===== config.mk =====
export PLATFORM = sky130hd
export DESIGN_NAME = cm_arb_age_flat
export DESIGN_NICKNAME = d
export VERILOG_FILES = /design/src/rtl/cm_pkg.sv /design/src/rtl/cm_arb_age_if.sv /design/src/rtl/cm_arb_age_ch.sv /design/src/rtl/cm_arb_age.sv /design/src/flat_wrapper.sv
export SDC_FILE = /design/constraint.sdc
export NUM_CORES = 1
export LEC_CHECK = 0
export ABC_AREA = 0
export CORE_UTILIZATION = 53
export DETAILED_ROUTE_END_ITERATION = 6
export HOLD_SLACK_MARGIN = 0.1
export PLACE_DENSITY = 0.85
export SYNTH_ARGS = -nofsm -noshare
export SYNTH_HDL_FRONTEND = slang
export SYNTH_SLANG_ARGS = --single-unit

===== constraint.sdc =====
create_clock -name i_clk -period 4.8 [get_ports i_clk]
set_input_delay 0.96 -clock i_clk [delete_from_list [all_inputs] [get_ports i_clk]]
set_output_delay 0.96 -clock i_clk [all_outputs]
set_load 0.02 [all_outputs]

===== src/rtl/cm_pkg.sv =====
// Shared definitions for the cm arbiter family: arbitration orientation
// and a width-generic saturating adder.
package cm_pkg;

    typedef enum logic {
        ARB_MIN = 1'b0,
        ARB_MAX = 1'b1
    } t_arb_algo;

    localparam int SAT_MAX_W = 32;

    // Adds two operands and caps the result at 2^w-1; the extra sum bit keeps the carry.
    function automatic logic [SAT_MAX_W-1:0] sat_add(
        input logic [SAT_MAX_W-1:0] a,
        input logic [SAT_MAX_W-1:0] b,
        input int unsigned          w
    );
        logic [SAT_MAX_W:0] s;
        logic [SAT_MAX_W:0] cap;
        s   = {1'b0, a} + {1'b0, b};
        cap = ({{SAT_MAX_W{1'b0}}, 1'b1} << w) - 1'b1;
        return (s > cap) ? cap[SAT_MAX_W-1:0] : s[SAT_MAX_W-1:0];
    endfunction

endpackage


===== src/rtl/cm_arb_age_if.sv =====
// Request/grant feedback and weight bundle between the arbiter front end and cm_arb_age.
interface cm_arb_age_if #(
    parameter int CH_CNT      = 2,
    parameter int WEIGHT_BITS = 8
);
    logic [CH_CNT-1:0]                  i_req;
    logic [CH_CNT-1:0]                  i_gnt;
    logic [CH_CNT-1:0][WEIGHT_BITS-1:0] i_base;
    logic                               i_clr;
    logic [CH_CNT-1:0][WEIGHT_BITS-1:0] o_weight;
    logic [CH_CNT-1:0]                  o_starve;
    logic                               o_starve_any;

    modport master (
        output i_req, i_gnt, i_base, i_clr,
        input  o_weight, o_starve, o_starve_any
    );

    modport slave (
        input  i_req, i_gnt, i_base, i_clr,
        output o_weight, o_starve, o_starve_any
    );
endinterface


===== src/rtl/cm_arb_age_ch.sv =====
// One channel of the aging stage: age counter, clear priority, saturated
// base+age sum oriented for the downstream arbiter, and starvation flag.
module cm_arb_age_ch import cm_pkg::*; #(
    parameter int        WEIGHT_BITS = 8,
    parameter t_arb_algo ALGO        = ARB_MIN
) (
    input  logic                   i_clk,
    input  logic                   i_rst,
    input  logic                   i_tick,
    input  logic                   i_clr,
    input  logic                   i_req,
    input  logic                   i_gnt,
    input  logic [WEIGHT_BITS-1:0] i_base,
    output logic [WEIGHT_BITS-1:0] o_weight,
    output logic                   o_starve
);

    localparam logic [WEIGHT_BITS-1:0] AGE_MAX = '1;

    logic [WEIGHT_BITS-1:0] age_p0;
    logic [WEIGHT_BITS-1:0] sum;

    // Age register: any clear source beats the tick, and a dropped request forfeits its age.
    always_ff @(posedge i_clk or negedge i_rst) begin
        if (!i_rst) begin
            age_p0 <= '0;
        end else if (i_clr || i_gnt || !i_req) begin
            age_p0 <= '0;
        end else if (i_tick && (age_p0 != AGE_MAX)) begin
            age_p0 <= age_p0 + 1'b1;
        end
    end

    always_comb begin
        sum      = WEIGHT_BITS'(sat_add(SAT_MAX_W'(i_base), SAT_MAX_W'(age_p0), WEIGHT_BITS));
        o_weight = (ALGO == ARB_MAX) ? sum : ~sum;
        o_starve = (age_p0 == AGE_MAX);
    end

endmodule


===== src/rtl/cm_arb_age.sv =====
// Request-aging stage feeding cm_arb i_weight: free-running age prescaler
// shared by CH_CNT per-channel age/weight slices.
module cm_arb_age import cm_pkg::*; #(
    parameter int        CH_CNT       = 2,
    parameter int        WEIGHT_BITS  = 8,
    parameter int        AGE_STEP_CYC = 1,
    parameter t_arb_algo ALGO         = ARB_MIN
) (
    input  logic          i_clk,
    input  logic          i_rst,
    cm_arb_age_if.slave   bus
);

    if (CH_CNT < 1) begin : g_bad_ch_cnt
        $error("cm_arb_age: CH_CNT must be >= 1");
    end
    if (WEIGHT_BITS < 1 || WEIGHT_BITS >= SAT_MAX_W) begin : g_bad_weight_bits
        $error("cm_arb_age: WEIGHT_BITS must be in 1..SAT_MAX_W-1");
    end
    if (AGE_STEP_CYC < 1) begin : g_bad_age_step
        $error("cm_arb_age: AGE_STEP_CYC must be >= 1");
    end

    localparam int              PS_W    = $clog2((AGE_STEP_CYC < 2) ? 2 : AGE_STEP_CYC);
    localparam logic [PS_W-1:0] PS_LAST = PS_W'(AGE_STEP_CYC - 1);

    logic [PS_W-1:0]                    ps_p0;
    logic                               tick;
    logic [CH_CNT-1:0][WEIGHT_BITS-1:0] weight;
    logic [CH_CNT-1:0]                  starve;

    // Prescaler runs regardless of requests; with a step of 1 it stays at 0 and ticks every cycle.
    always_ff @(posedge i_clk or negedge i_rst) begin
        if (!i_rst) begin
            ps_p0 <= '0;
        end else if (bus.i_clr || (ps_p0 == PS_LAST)) begin
            ps_p0 <= '0;
        end else begin
            ps_p0 <= ps_p0 + 1'b1;
        end
    end

    assign tick = (ps_p0 == PS_LAST);

    for (genvar c = 0; c < CH_CNT; c++) begin : g_ch
        cm_arb_age_ch #(
            .WEIGHT_BITS (WEIGHT_BITS),
            .ALGO        (ALGO)
        ) u_ch (
            .i_clk    (i_clk),
            .i_rst    (i_rst),
            .i_tick   (tick),
            .i_clr    (bus.i_clr),
            .i_req    (bus.i_req[c]),
            .i_gnt    (bus.i_gnt[c]),
            .i_base   (bus.i_base[c]),
            .o_weight (weight[c]),
            .o_starve (starve[c])
        );
    end

    assign bus.o_weight     = weight;
    assign bus.o_starve     = starve;
    assign bus.o_starve_any = |starve;

endmodule


===== src/flat_wrapper.sv =====
// flat-port wrapper written by rule: the top's interface ports become plain ports
module cm_arb_age_flat import cm_pkg::*;
#(
    parameter int        CH_CNT       = 2,
    parameter int        WEIGHT_BITS  = 8,
    parameter int        AGE_STEP_CYC = 1,
    parameter t_arb_algo ALGO         = ARB_MIN
)
  (i_clk, i_rst, bus_i_req, bus_i_gnt, bus_i_base, bus_i_clr, bus_o_weight, bus_o_starve, bus_o_starve_any);
  cm_arb_age_if #(.CH_CNT(CH_CNT), .WEIGHT_BITS(WEIGHT_BITS)) bus_i ();
  input  logic i_clk;
  input  logic i_rst;
  input wire logic [$bits(bus_i.i_req)-1:0] bus_i_req;
  input wire logic [$bits(bus_i.i_gnt)-1:0] bus_i_gnt;
  input wire logic [$bits(bus_i.i_base)-1:0] bus_i_base;
  input wire logic [$bits(bus_i.i_clr)-1:0] bus_i_clr;
  output wire logic [$bits(bus_i.o_weight)-1:0] bus_o_weight;
  output wire logic [$bits(bus_i.o_starve)-1:0] bus_o_starve;
  output wire logic [$bits(bus_i.o_starve_any)-1:0] bus_o_starve_any;
  assign bus_i.i_req = bus_i_req;
  assign bus_i.i_gnt = bus_i_gnt;
  assign bus_i.i_base = bus_i_base;
  assign bus_i.i_clr = bus_i_clr;
  assign bus_o_weight = bus_i.o_weight;
  assign bus_o_starve = bus_i.o_starve;
  assign bus_o_starve_any = bus_i.o_starve_any;
  cm_arb_age #(.CH_CNT(CH_CNT), .WEIGHT_BITS(WEIGHT_BITS), .AGE_STEP_CYC(AGE_STEP_CYC), .ALGO(ALGO)) u_core (.i_clk(i_clk), .i_rst(i_rst), .bus(bus_i));
endmodule

==> impl_metrics.csv <==
group,metric,value,unit
timing,hold_violations,0,
setup_path,crit_end,"bus_o_weight[6]",
clock_tree,cts_tree,"yes",
yosys,syn_nets,240,
yosys,synth_edf_count,0,
yosys,netlist_instances,197,
floorplanning,rows,20,
run,drv_cap,0,
setup_path,r2r_cells,6,
setup_path,cp.required,3.84,ns
detailed_routing,remaining_drc_errors,0,
yosys,ys.flop_type,"dfrtp_1",
min_path,hold_path.class,"flop to flop",
detailed_routing,wl,3.48,mm
floorplanning,die_w,58.3,µm
timing,rsz0062_at_grt,"false",
timing,setup_viol,0,
floorplanning,die_y,58.3,µm
run_status,status,"finished, final reports clean",
clock_tree,clkTransAtPathRegs,0.11,ns
finish,layoutNonFillerInstCount,284,
timing,timing.fmax,223,MHz
power,p_leak,0.946,nW
clock_tree,worstSkewPairLatency,0.29,ns
setup_path,worstSetupPathType,"input port to output pin",
yosys,mappedNetlistArea,1680,µm²
yosys,yosysSeqAreaShare,25.4,%
power,p_per_area,141,nW/µm²
setup_path,worstSetupEndpointType,"output pin",
global_routing,grt.overflow.total,0,
setup_path,setup.worst_path.start_class,"input port",
finish,syn_to_final_growth,28.5,%
yosys,yosysUniqueCellTypes,36,
clock_tree,cts-root-buf,"clkbuf_4",
setup_path,r2r_end,"u_core.g_ch[1].u_ch.age_p0[6]",
finish,final_cell_mix,"clkdlybuf4s50_1 (41), nor2_1 (38), ha_1 (18)",
global_routing,grt_pass1_wl,5.98,mm
setup_path,r2r_start,"u_core.g_ch[1].u_ch.age_p0[0]",
floorplanning,die-area,3390,µm²
floorplanning,core_area,3030,µm²
timing,tns,0,ns
finish,drive_above_1_share,5.83,%
place,gp_congestion,0.857,
clock_tree,cts.path.max_buffers,2,
finish,layout_commonest_cell,"clkdlybuf4s50_1",
power,ir_drop,0.128,mV
finish,final_core_util,71.2,%
detailed_routing,drt_first_pass_iters,4,
setup_path,cp.arrival,3.53,ns
place,io_buffer_count,41,
global_routing,grt_usage,22.6,%
detailed_routing,vias_per_cell,5.23,
finish,antenna_cells,0,
global_routing,antenna_found_initial,0,
timing,relSlewSlack,47.4,%
detailed_routing,drtIter0Drc,63,
clock_tree,h-tree-depth,1,
detailed_routing,final_antenna_net_count,0,
floorplanning,initial_core_util,55.4,%
clock_tree,post_cts_buffers,0,
global_routing,grt_pass1_vias,1359,
setup_path,path_max_fanout,3,
clock_tree,cts_hold_buf,0,
timing,hold-worst-slack,0.604,ns
detailed_routing,via_count,1485,
yosys,yosys_warnings,0,
clock_tree,cts-buffers-inserted,3,
clock_tree,cts_resized,0,
floorplanning,ios,42,
yosys,synth-async-reset-ratio,100,%
timing,drv_slew,0,
clock_tree,cts.sinks,17,
place,post-place-ws,0.321,ns
timing,finalCritPeriodShare,93.6,%
place,placed_cells,280,
setup_path,ff2ff_setup_slack,3.05,ns
yosys,ys_seq_elements,17,
global_routing,grt_max_degree,18,
setup_path,crit_path_start,"bus_i_base[0]",
yosys,avgSynthCellArea,8.52,µm²
timing,worst_slack,0.309,ns
place,post-dp-hpwl,2.80,mm
timing,finalCriticalPeriod,4.49,ns
timing,worstMarginPinSlew,0.787,ns
detailed_routing,wl_per_cell,12.2,µm
finish,nNetsFinal,284,
timing,fin_worst_skew,0.0112,ns
-- metal layers --
metal,part of all wire (%),GRT usage [%],vias up
li1,-,-,781
met1,53,34.3,669
met2,43,34.6,33
met3,3.2,1.56,2
met4,0.60,6.12,0
met5,0,0,-
-- worst max-delay path: stages --
cell             delay (ns)
clkdlybuf4s50_1        0.46
ha_1                   0.18
inv_1                  0.06
fa_1                   0.39
nand2b_1               0.19
a21oi_1                0.29
o21a_1                 0.18
o21a_1                 0.11
o21ba_1                0.12
clkdlybuf4s50_1        0.59
-- area by class of cell --
class,instances,area [µm²]
Clock buffer,3,22.5
Clock inverter,1,5.00
Fill cell,267,872
Inverter,11,41.3
Multi-Input combinational cell,167,1200
Sequential cell,17,425
Tap cell,44,55.1
Timing Repair Buffer,41,410
-- worst min-delay path by stage --
stage / startpoint / end / slack (ns) / depth (start not counted)
floorplan: u_core.g_ch[0].u_ch.age_p0[7] / u_core.g_ch[0].u_ch.age_p0[7] / 0.53 / 2
global placement: u_core.g_ch[0].u_ch.age_p0[7] / u_core.g_ch[0].u_ch.age_p0[7] / 0.57 / 2
detailed placement: u_core.g_ch[1].u_ch.age_p0[6] / u_core.g_ch[1].u_ch.age_p0[6] / 0.58 / 2
CTS: u_core.g_ch[1].u_ch.age_p0[6] / u_core.g_ch[1].u_ch.age_p0[6] / 0.61 / 2
global route: u_core.g_ch[0].u_ch.age_p0[7] / u_core.g_ch[0].u_ch.age_p0[7] / 0.66 / 2
finish: u_core.g_ch[0].u_ch.age_p0[7] / u_core.g_ch[0].u_ch.age_p0[7] / 0.60 / 2
-- cell usage after synthesis, drive strengths merged, types with 2 or more instances --
master	instances	share of area, %
a2111oi	4	2.1
a211oi	3	1.3
a21o	4	1.8
a21oi	14	4.2
and3	2	0.75
and4	3	1.9
buf	2	0.89
dfrtp	17	25
fa	2	2.4
ha	18	13
inv	11	2.5
nand2	15	3.4
nand2b	6	2.2
nand3	3	1.2
nor2	38	8.5
nor3	4	1.2
o21a	4	1.8
o21ai	10	3.0
o21ba	2	1.2
o21bai	4	1.8
o41a	2	2.5
xnor2	13	6.8
xor2	5	2.6
-- report_power, final --
part | switching [mW] | leakage, nW | total, mW | internal (mW)
Clock | 0.0453 | 0.0177 | 0.0762 | 0.0310
Combinational | 0.0372 | 0.693 | 0.0816 | 0.0443
Sequential | 0.00217 | 0.235 | 0.146 | 0.144
-- cell families (layout without fill, tap and decap cells) --
| kind of cell | Yosys count | after routing | share of synthesized area [%] |
|---|---|---|---|
| AND/OR/NAND/NOR | 78 | 78 | 23.2 |
| AO/OA/AOI/OAI | 49 | 49 | 22.1 |
| multiplexers | 1 | 1 | 0.597 |
| buffers and inverters | 13 | 56 | 3.36 |
| adder cells (fa/ha/maj) | 20 | 20 | 15.8 |
| XOR/XNOR | 18 | 18 | 9.40 |
| other | 1 | 1 | 0.223 |
| flip-flops | 17 | 17 | 25.4 |
-- state kept, by name (all words and copies together) (netlist names) --
signal	flops
u_core.g_ch.u_ch.age_p0	16
u_core.ps_p0	1
-- through the flow --
stage / power, mW / instance area, µm²
floorplan: 0.188 / 1680
global placement: 0.230 / 2130
detailed placement: 0.231 / 2130
CTS: 0.308 / 2160
global route: 0.320 / 2160
finish: 0.304 / 2160
Power figures use the tool's default switching activity.
